`src/rtl/panel_input_conditioner_if.sv`:
```
// Panel I/O bundle: raw buttons/switches in, conditioned pulses and switch value out.
// The master drives the raw inputs; the slave (conditioner) drives the conditioned outputs.
interface panel_input_conditioner_if #(
    parameter int SWITCH_WIDTH = 4
);
    logic                    btnExec;
    logic                    btnReset;
    logic [SWITCH_WIDTH-1:0] switches;
    logic                    execPulse;
    logic                    resetPulse;
    logic [SWITCH_WIDTH-1:0] inValue;
    logic                    inChanged;

    modport master (
        output btnExec, btnReset, switches,
        input  execPulse, resetPulse, inValue, inChanged
    );

    modport slave (
        input  btnExec, btnReset, switches,
        output execPulse, resetPulse, inValue, inChanged
    );
endinterface

```
`src/rtl/panel_input_conditioner.sv`:
```
// Synchronises and debounces the panel buttons and switches, producing registered
// exec/reset pulses and a stable switch word for the processor controller.
module panel_input_conditioner #(
    parameter int DEBOUNCE_CYCLES = 65536,
    parameter int SYNC_STAGES     = 2,
    parameter int SWITCH_WIDTH    = 4
) (
    input  logic                      clock,
    input  logic                      reset,
    panel_input_conditioner_if.slave  pif
);

    localparam int RAW_W = SWITCH_WIDTH + 2;
    localparam int CNT_W = $clog2(DEBOUNCE_CYCLES);
    localparam logic [CNT_W-1:0] LAST = CNT_W'(DEBOUNCE_CYCLES - 1);
    localparam int BTN_EXEC  = 0;
    localparam int BTN_RESET = 1;

    typedef enum logic [1:0] {
        IDLE      = 2'd0,
        PRESS_CNT = 2'd1,
        HELD      = 2'd2,
        REL_CNT   = 2'd3
    } btn_state_e;

    function automatic logic [CNT_W-1:0] sat_inc(input logic [CNT_W-1:0] c);
        return (c == LAST) ? c : c + CNT_W'(1);
    endfunction

    // Synchroniser chains, one bit per raw input: {switches, btnReset, btnExec}
    logic [SYNC_STAGES-1:0][RAW_W-1:0] sync_q, sync_d;
    logic [RAW_W-1:0]                  s_word;
    logic [1:0]                        s_btn;
    logic [SWITCH_WIDTH-1:0]           s_sw;

    always_comb begin
        sync_d[0] = {pif.switches, pif.btnReset, pif.btnExec};
        for (int k = 1; k < SYNC_STAGES; k++) begin
            sync_d[k] = sync_q[k-1];
        end
    end

    assign s_word = sync_q[SYNC_STAGES-1];
    assign s_btn  = s_word[1:0];
    assign s_sw   = s_word[RAW_W-1:2];

    // Button FSMs: state register / next-state / output processes
    btn_state_e       state_q [2];
    btn_state_e       state_d [2];
    logic [CNT_W-1:0] cnt_q   [2];
    logic [CNT_W-1:0] cnt_d   [2];
    logic [1:0]       qual;
    logic             exec_pulse_q, exec_pulse_d;
    logic             reset_pulse_q, reset_pulse_d;

    always_comb begin
        for (int i = 0; i < 2; i++) begin
            state_d[i] = state_q[i];
            cnt_d[i]   = cnt_q[i];
            case (state_q[i])
                IDLE: begin
                    if (s_btn[i]) begin
                        state_d[i] = PRESS_CNT;
                        cnt_d[i]   = '0;
                    end
                end
                PRESS_CNT: begin
                    if (!s_btn[i]) begin
                        state_d[i] = IDLE;
                    end else if (cnt_q[i] == LAST) begin
                        state_d[i] = HELD;
                    end else begin
                        cnt_d[i] = sat_inc(cnt_q[i]);
                    end
                end
                HELD: begin
                    if (!s_btn[i]) begin
                        state_d[i] = REL_CNT;
                        cnt_d[i]   = '0;
                    end
                end
                REL_CNT: begin
                    if (s_btn[i]) begin
                        state_d[i] = HELD;
                    end else if (cnt_q[i] == LAST) begin
                        state_d[i] = IDLE;
                    end else begin
                        cnt_d[i] = sat_inc(cnt_q[i]);
                    end
                end
                default: begin
                    state_d[i] = IDLE;
                    cnt_d[i]   = '0;
                end
            endcase
        end
    end

    // A press qualifies on the PRESS_CNT -> HELD transition; reset wins a tie
    always_comb begin
        qual = '0;
        for (int i = 0; i < 2; i++) begin
            qual[i] = (state_q[i] == PRESS_CNT) && s_btn[i] && (cnt_q[i] == LAST);
        end
        reset_pulse_d = qual[BTN_RESET];
        exec_pulse_d  = qual[BTN_EXEC] && !qual[BTN_RESET];
    end

    // Switch word debounce with a single shared stability counter
    logic [SWITCH_WIDTH-1:0] sw_prev_q, sw_prev_d;
    logic [CNT_W-1:0]        sw_cnt_q, sw_cnt_d;
    logic [SWITCH_WIDTH-1:0] in_value_q, in_value_d;
    logic                    in_changed_q, in_changed_d;
    logic                    sw_stable;
    logic                    sw_commit;

    always_comb begin
        sw_stable    = (s_sw == sw_prev_q);
        sw_prev_d    = s_sw;
        sw_cnt_d     = sw_stable ? sat_inc(sw_cnt_q) : '0;
        sw_commit    = sw_stable && (sw_cnt_q == LAST) && (s_sw != in_value_q);
        in_value_d   = sw_commit ? s_sw : in_value_q;
        in_changed_d = sw_commit;
    end

    always_ff @(posedge clock) begin
        if (reset) begin
            sync_q        <= '0;
            for (int i = 0; i < 2; i++) begin
                state_q[i] <= IDLE;
                cnt_q[i]   <= '0;
            end
            exec_pulse_q  <= 1'b0;
            reset_pulse_q <= 1'b0;
            sw_prev_q     <= '0;
            sw_cnt_q      <= '0;
            in_value_q    <= '0;
            in_changed_q  <= 1'b0;
        end else begin
            sync_q        <= sync_d;
            for (int i = 0; i < 2; i++) begin
                state_q[i] <= state_d[i];
                cnt_q[i]   <= cnt_d[i];
            end
            exec_pulse_q  <= exec_pulse_d;
            reset_pulse_q <= reset_pulse_d;
            sw_prev_q     <= sw_prev_d;
            sw_cnt_q      <= sw_cnt_d;
            in_value_q    <= in_value_d;
            in_changed_q  <= in_changed_d;
        end
    end

    assign pif.execPulse  = exec_pulse_q;
    assign pif.resetPulse = reset_pulse_q;
    assign pif.inValue    = in_value_q;
    assign pif.inChanged  = in_changed_q;

endmodule

```
`src/flat_wrapper.sv`:
```
// flat-port wrapper written by rule: the top's interface ports become plain ports
module panel_input_conditioner_flat 
#(
    parameter int DEBOUNCE_CYCLES = 65536,
    parameter int SYNC_STAGES     = 2,
    parameter int SWITCH_WIDTH    = 4
)
  (clock, reset, pif_btnExec, pif_btnReset, pif_switches, pif_execPulse, pif_resetPulse, pif_inValue, pif_inChanged);
  panel_input_conditioner_if #(.SWITCH_WIDTH(SWITCH_WIDTH)) pif_i ();
  input  logic clock;
  input  logic reset;
  input wire logic [$bits(pif_i.btnExec)-1:0] pif_btnExec;
  input wire logic [$bits(pif_i.btnReset)-1:0] pif_btnReset;
  input wire logic [$bits(pif_i.switches)-1:0] pif_switches;
  output wire logic [$bits(pif_i.execPulse)-1:0] pif_execPulse;
  output wire logic [$bits(pif_i.resetPulse)-1:0] pif_resetPulse;
  output wire logic [$bits(pif_i.inValue)-1:0] pif_inValue;
  output wire logic [$bits(pif_i.inChanged)-1:0] pif_inChanged;
  assign pif_i.btnExec = pif_btnExec;
  assign pif_i.btnReset = pif_btnReset;
  assign pif_i.switches = pif_switches;
  assign pif_execPulse = pif_i.execPulse;
  assign pif_resetPulse = pif_i.resetPulse;
  assign pif_inValue = pif_i.inValue;
  assign pif_inChanged = pif_i.inChanged;
  panel_input_conditioner #(.DEBOUNCE_CYCLES(DEBOUNCE_CYCLES), .SYNC_STAGES(SYNC_STAGES), .SWITCH_WIDTH(SWITCH_WIDTH)) u_core (.clock(clock), .reset(reset), .pif(pif_i));
endmodule
```
`config.mk`:
```
export PLATFORM = sky130hd
export DESIGN_NAME = panel_input_conditioner_flat
export DESIGN_NICKNAME = d
export VERILOG_FILES = /design/src/rtl/panel_input_conditioner_if.sv /design/src/rtl/panel_input_conditioner.sv /design/src/flat_wrapper.sv
export SDC_FILE = /design/constraint.sdc
export NUM_CORES = 1
export LEC_CHECK = 0
export ABC_AREA = 1
export CAP_MARGIN = 20
export CORE_UTILIZATION = 55
export CTS_CLUSTER_DIAMETER = 50
export DETAILED_ROUTE_END_ITERATION = 8
export MAX_ROUTING_LAYER = met4
export PLACE_DENSITY = 0.73
export SETUP_SLACK_MARGIN = 0.02
export SYNTH_ARGS = -nofsm -noshare
export SYNTH_HDL_FRONTEND = slang
export SYNTH_SLANG_ARGS = --single-unit
```
`constraint.sdc`:
```
create_clock -name clock -period 1.85 [get_ports clock]
set_input_delay 0.2775 -clock clock [delete_from_list [all_inputs] [get_ports clock]]
set_output_delay 0.2775 -clock clock [all_outputs]
set_load 0.02 [all_outputs]
```
==> summary.txt <==
Critical path
  – Reg2reg start: u_core.sw_cnt_q[0]
  – WP buf/inv: 1
  – WP data arrival: 1400 ps
  – WP depth: 1
  – R2R Path End: u_core.sw_cnt_q[0]
  – Register-to-Register Path Depth: 8
  – CP Max Fanout: 3
  – Critical path type: reg2out
  – Ordered cell list for the critical path: clkdlybuf4s50_1
  – Max incr delay on CP: 630 ps
  – Worst EP required: 1570 ps
  – Top delay family on crit path: buffers and inverters
  – CP startpoint kind: flop
  – CP Capture Type: primary output
  – Critical path's slowest cell: clkdlybuf4s50_1
  – R2r setup slk: 200 ps

Outcome
  – Outcome: complete, no violations

STA
  – Final hold vios: 0
  – Setup violators final: 0
  – Clock tree skew after final layout: 9.03 ps
  – Final number of max-transition violations: 0
  – PnR worst setup slack: 174 ps
  – Highest achievable clock rate: 0.597 GHz
  – Worst-Margin Slew: 473 ps
  – Final period utilization: 90.6%
  – Setup TNS: 0 ps
  – Relative slew slack: 68.4%
  – Final worst path period need: 1680 ps

Synthesis
  – Warnings from Yosys: 0
  – Post-synth top flop: dfxtp_1
  – Asr flop ratio synth: 0%
  – Post-synth cell types: 37
  – Yosys top cell area share: 40.2%
  – Register area share after synthesis: 40.2%
  – Most common cell in the netlist: nand2_1
  – Cell count after synthesis: 542
  – Area leader, netlist: dfxtp_1
  – Number of synthesized flops with an enable pin: 0
  – Syn Nets: 553
  – Syn Std Cell Area: 0.00373 mm^2
  – Most frequent cells after synthesis: nand2_1, nor2_1, dfxtp_1, inv_1, nand3_1
  – Average size of a mapped cell: 6.89 um^2
  – Synth Register Bits: 75
  – Top cells by area, synth: dfxtp_1, nand2_1, nor2_1

Die
  – I/O pins: 15
  – Rows: 29
  – Starting Density: 57.8%
  – Core area: 0.00646 mm^2
  – Full die area: 0.00712 mm^2
  – Die extent in y: 84.4 um
  – Die Wd: 84.4 um

Pwr
  – Clock share of power: 42.9%
  – Design Power: 3.13 mW
  – Switch Pwr: 0.767 mW
  – Share of power burned in registers: 52.7%
  – Leakage Power: 1.73 nW
  – Peak supply drop: 0.447 mV
  – Pwr per Cell Area: 742 mW/mm^2
  – Switching Fraction: 24.5%
  – Power Internal: 2.36 mW
  – Gate power share: 4.3%

Placed design
  – Placer Congestion: 0.876
  – DPL Wire Length: 4930 um
  – Worst slack at placement: 180 ps
  – Port bufs: 14

Clocking
  – Clk slew on worst S/H paths: 90 ps
  – Clock sink total: 75
  – H-tree levels: 3
  – Clock latency on the worst-skew pair: 360 ps
  – CTS Buf Count: 9
  – CTS tree: yes
  – Root buffer cell: clkbuf_8
  – CTS max path bufs: 2

Min path
  – Worst hold path type: reg2reg
  – Hold_sp: u_core.sync_d[11]
  – Hold path depth: 2
  – Hold EP: u_core.s_word[5]

Final layout
  – Layout area overhead: 12.9%
  – Antenna Cells: 0
  – Filler cells: 582
  – Fraction of layout cells with a size suffix above 1: 8.57%
  – Final nets: 578

Global routing
  – GRT Overall Usage: 22.7%
  – First-pass GRT wire length: 12800 um
  – Vias in the first global route: 2983
  – GRT Residual Overflow: 0
  – Initial antenna violation count: 0
  – Pin count of the biggest net entering global routing: 29

Route
  – DRC: 0
  – ANT nets after route: 0
  – Routed len/inst: 10.9 um
  – DRT Wirelength: 7050 um
  – First-pass iteration count of the detailed router: 4
  – Via density per instance: 4.98
  – Vias: 3229
  – Detailed Route Iter0 Violations: 116

Run
  – Max-cap violations: 0
==> metrics by stage <==
| step | std cells | utilization (%) | hold WS [ps] | cell area (um^2) |
|---|---|---|---|---|
| floorplan | 542 | - | 384 | 3730 |
| global placement | 631 | 61.4 | 390 | 3970 |
| detailed placement | 631 | 61.4 | 396 | 3970 |
| CTS | 647 | 64.7 | 407 | 4180 |
| global route | 649 | 65.3 | 428 | 4220 |
| finish | 649 | 65.3 | 405 | 4220 |
==> layout make-up <==
cell class,instances,area [um^2],area share (%)
Timing Repair Buffer,21,205,4.87
Clock buffer,10,138,3.26
Inverter,78,298,7.06
Tap cell,77,96.3,2.28
Sequential cell,75,1500,35.6
Multi-Input combinational cell,382,1910,45.2
Clock inverter,6,72.6,1.72
==> worst reg2reg max path, cell delays in order (launching register included) <==
cell     delay [ps]
dfxtp_1         370
ha_1            220
nand2_1          70
nor2_1          170
nand4_1         200
nor2_4          220
buf_4           140
nand2_1          40
a21oi_1         140
==> worst max path at each step <==
stage	from	to	slack, ps
finish	u_core.pif.inValue[3]	pif_inValue[3]	170
global route	u_core.sw_cnt_q[0]	u_core.sw_cnt_q[0]	-30
CTS	u_core.pif.inValue[3]	pif_inValue[3]	170
detailed placement	reset	u_core.sw_cnt_q[0]	180
global placement	reset	u_core.sw_cnt_q[0]	210
floorplan	u_core.sw_cnt_q[0]	u_core.sw_cnt_q[1]	380
==> logic make-up after synthesis <==
family | after synthesis | synth area share (%)
simple gates | 315 | 37.5
compound gates | 44 | 6.57
xor+xnor | 19 | 5.16
buf+inv | 86 | 9.58
fa+ha+maj | 3 | 1.01
flops | 75 | 40.2
==> sequential cells by signal, summed over array words and instances, names as in the netlist, 2 cells and up, named ones only <==
signal and count:
u_core.state_q 2, u_core.sync_d 6, u_core.pif.inValue 4, u_core.s_word 6
u_core.cnt_q 32, u_core.sw_prev_q 4, u_core.sw_cnt_q 16
==> routing by layer <==
layer | routed length (um) | track usage [%]
met5 | 0 | -
met4 | 136 | 11.7
met3 | 245 | 3.24
met2 | 3150 | 34.2
met1 | 3520 | 29.9
==> power by group through the flow <==
| stage | Combinational [mW] | Clock (mW) | Sequential, mW |
|---|---|---|---|
| finish | 0.136 | 1.34 | 1.65 |
| global route | 0.154 | 1.43 | 1.65 |
| CTS | 0.134 | 1.37 | 1.65 |
| detailed placement | 0.134 | 0 | 1.69 |
| global placement | 0.133 | 0 | 1.69 |
| floorplan | 0.0942 | 0 | 1.68 |
==> repair_timing <==
action,CTS,global route
gates resized for setup,0,4
setup endpoints to repair,0,10
setup buffers,0,1
hold buffers,0,0
==> cells in the final DEF, fill, tap and decap left out, drive strengths merged <==
master | Yosys | final
a21oi | 29 | 29
clkbuf | 4 | 10
xor2 | 9 | 9
inv | 76 | 78
o211ai | 1 | 1
or2 | 2 | 2
nor2 | 104 | 105
nor3 | 8 | 8
nand3b | 4 | 4
nand3 | 36 | 36
nor3b | 2 | 2
buf | 4 | 7
o21ai | 11 | 11
dfxtp | 75 | 75
nand4 | 14 | 14
nand2 | 145 | 145
ha | 3 | 3
bufinv | 0 | 1
xnor2 | 10 | 10
o21bai | 1 | 1
a21o | 1 | 1
clkdlybuf4s50 | 0 | 14
a211oi | 1 | 1
clkinv | 2 | 5
Note: power is estimated with default switching activity, not from simulation.
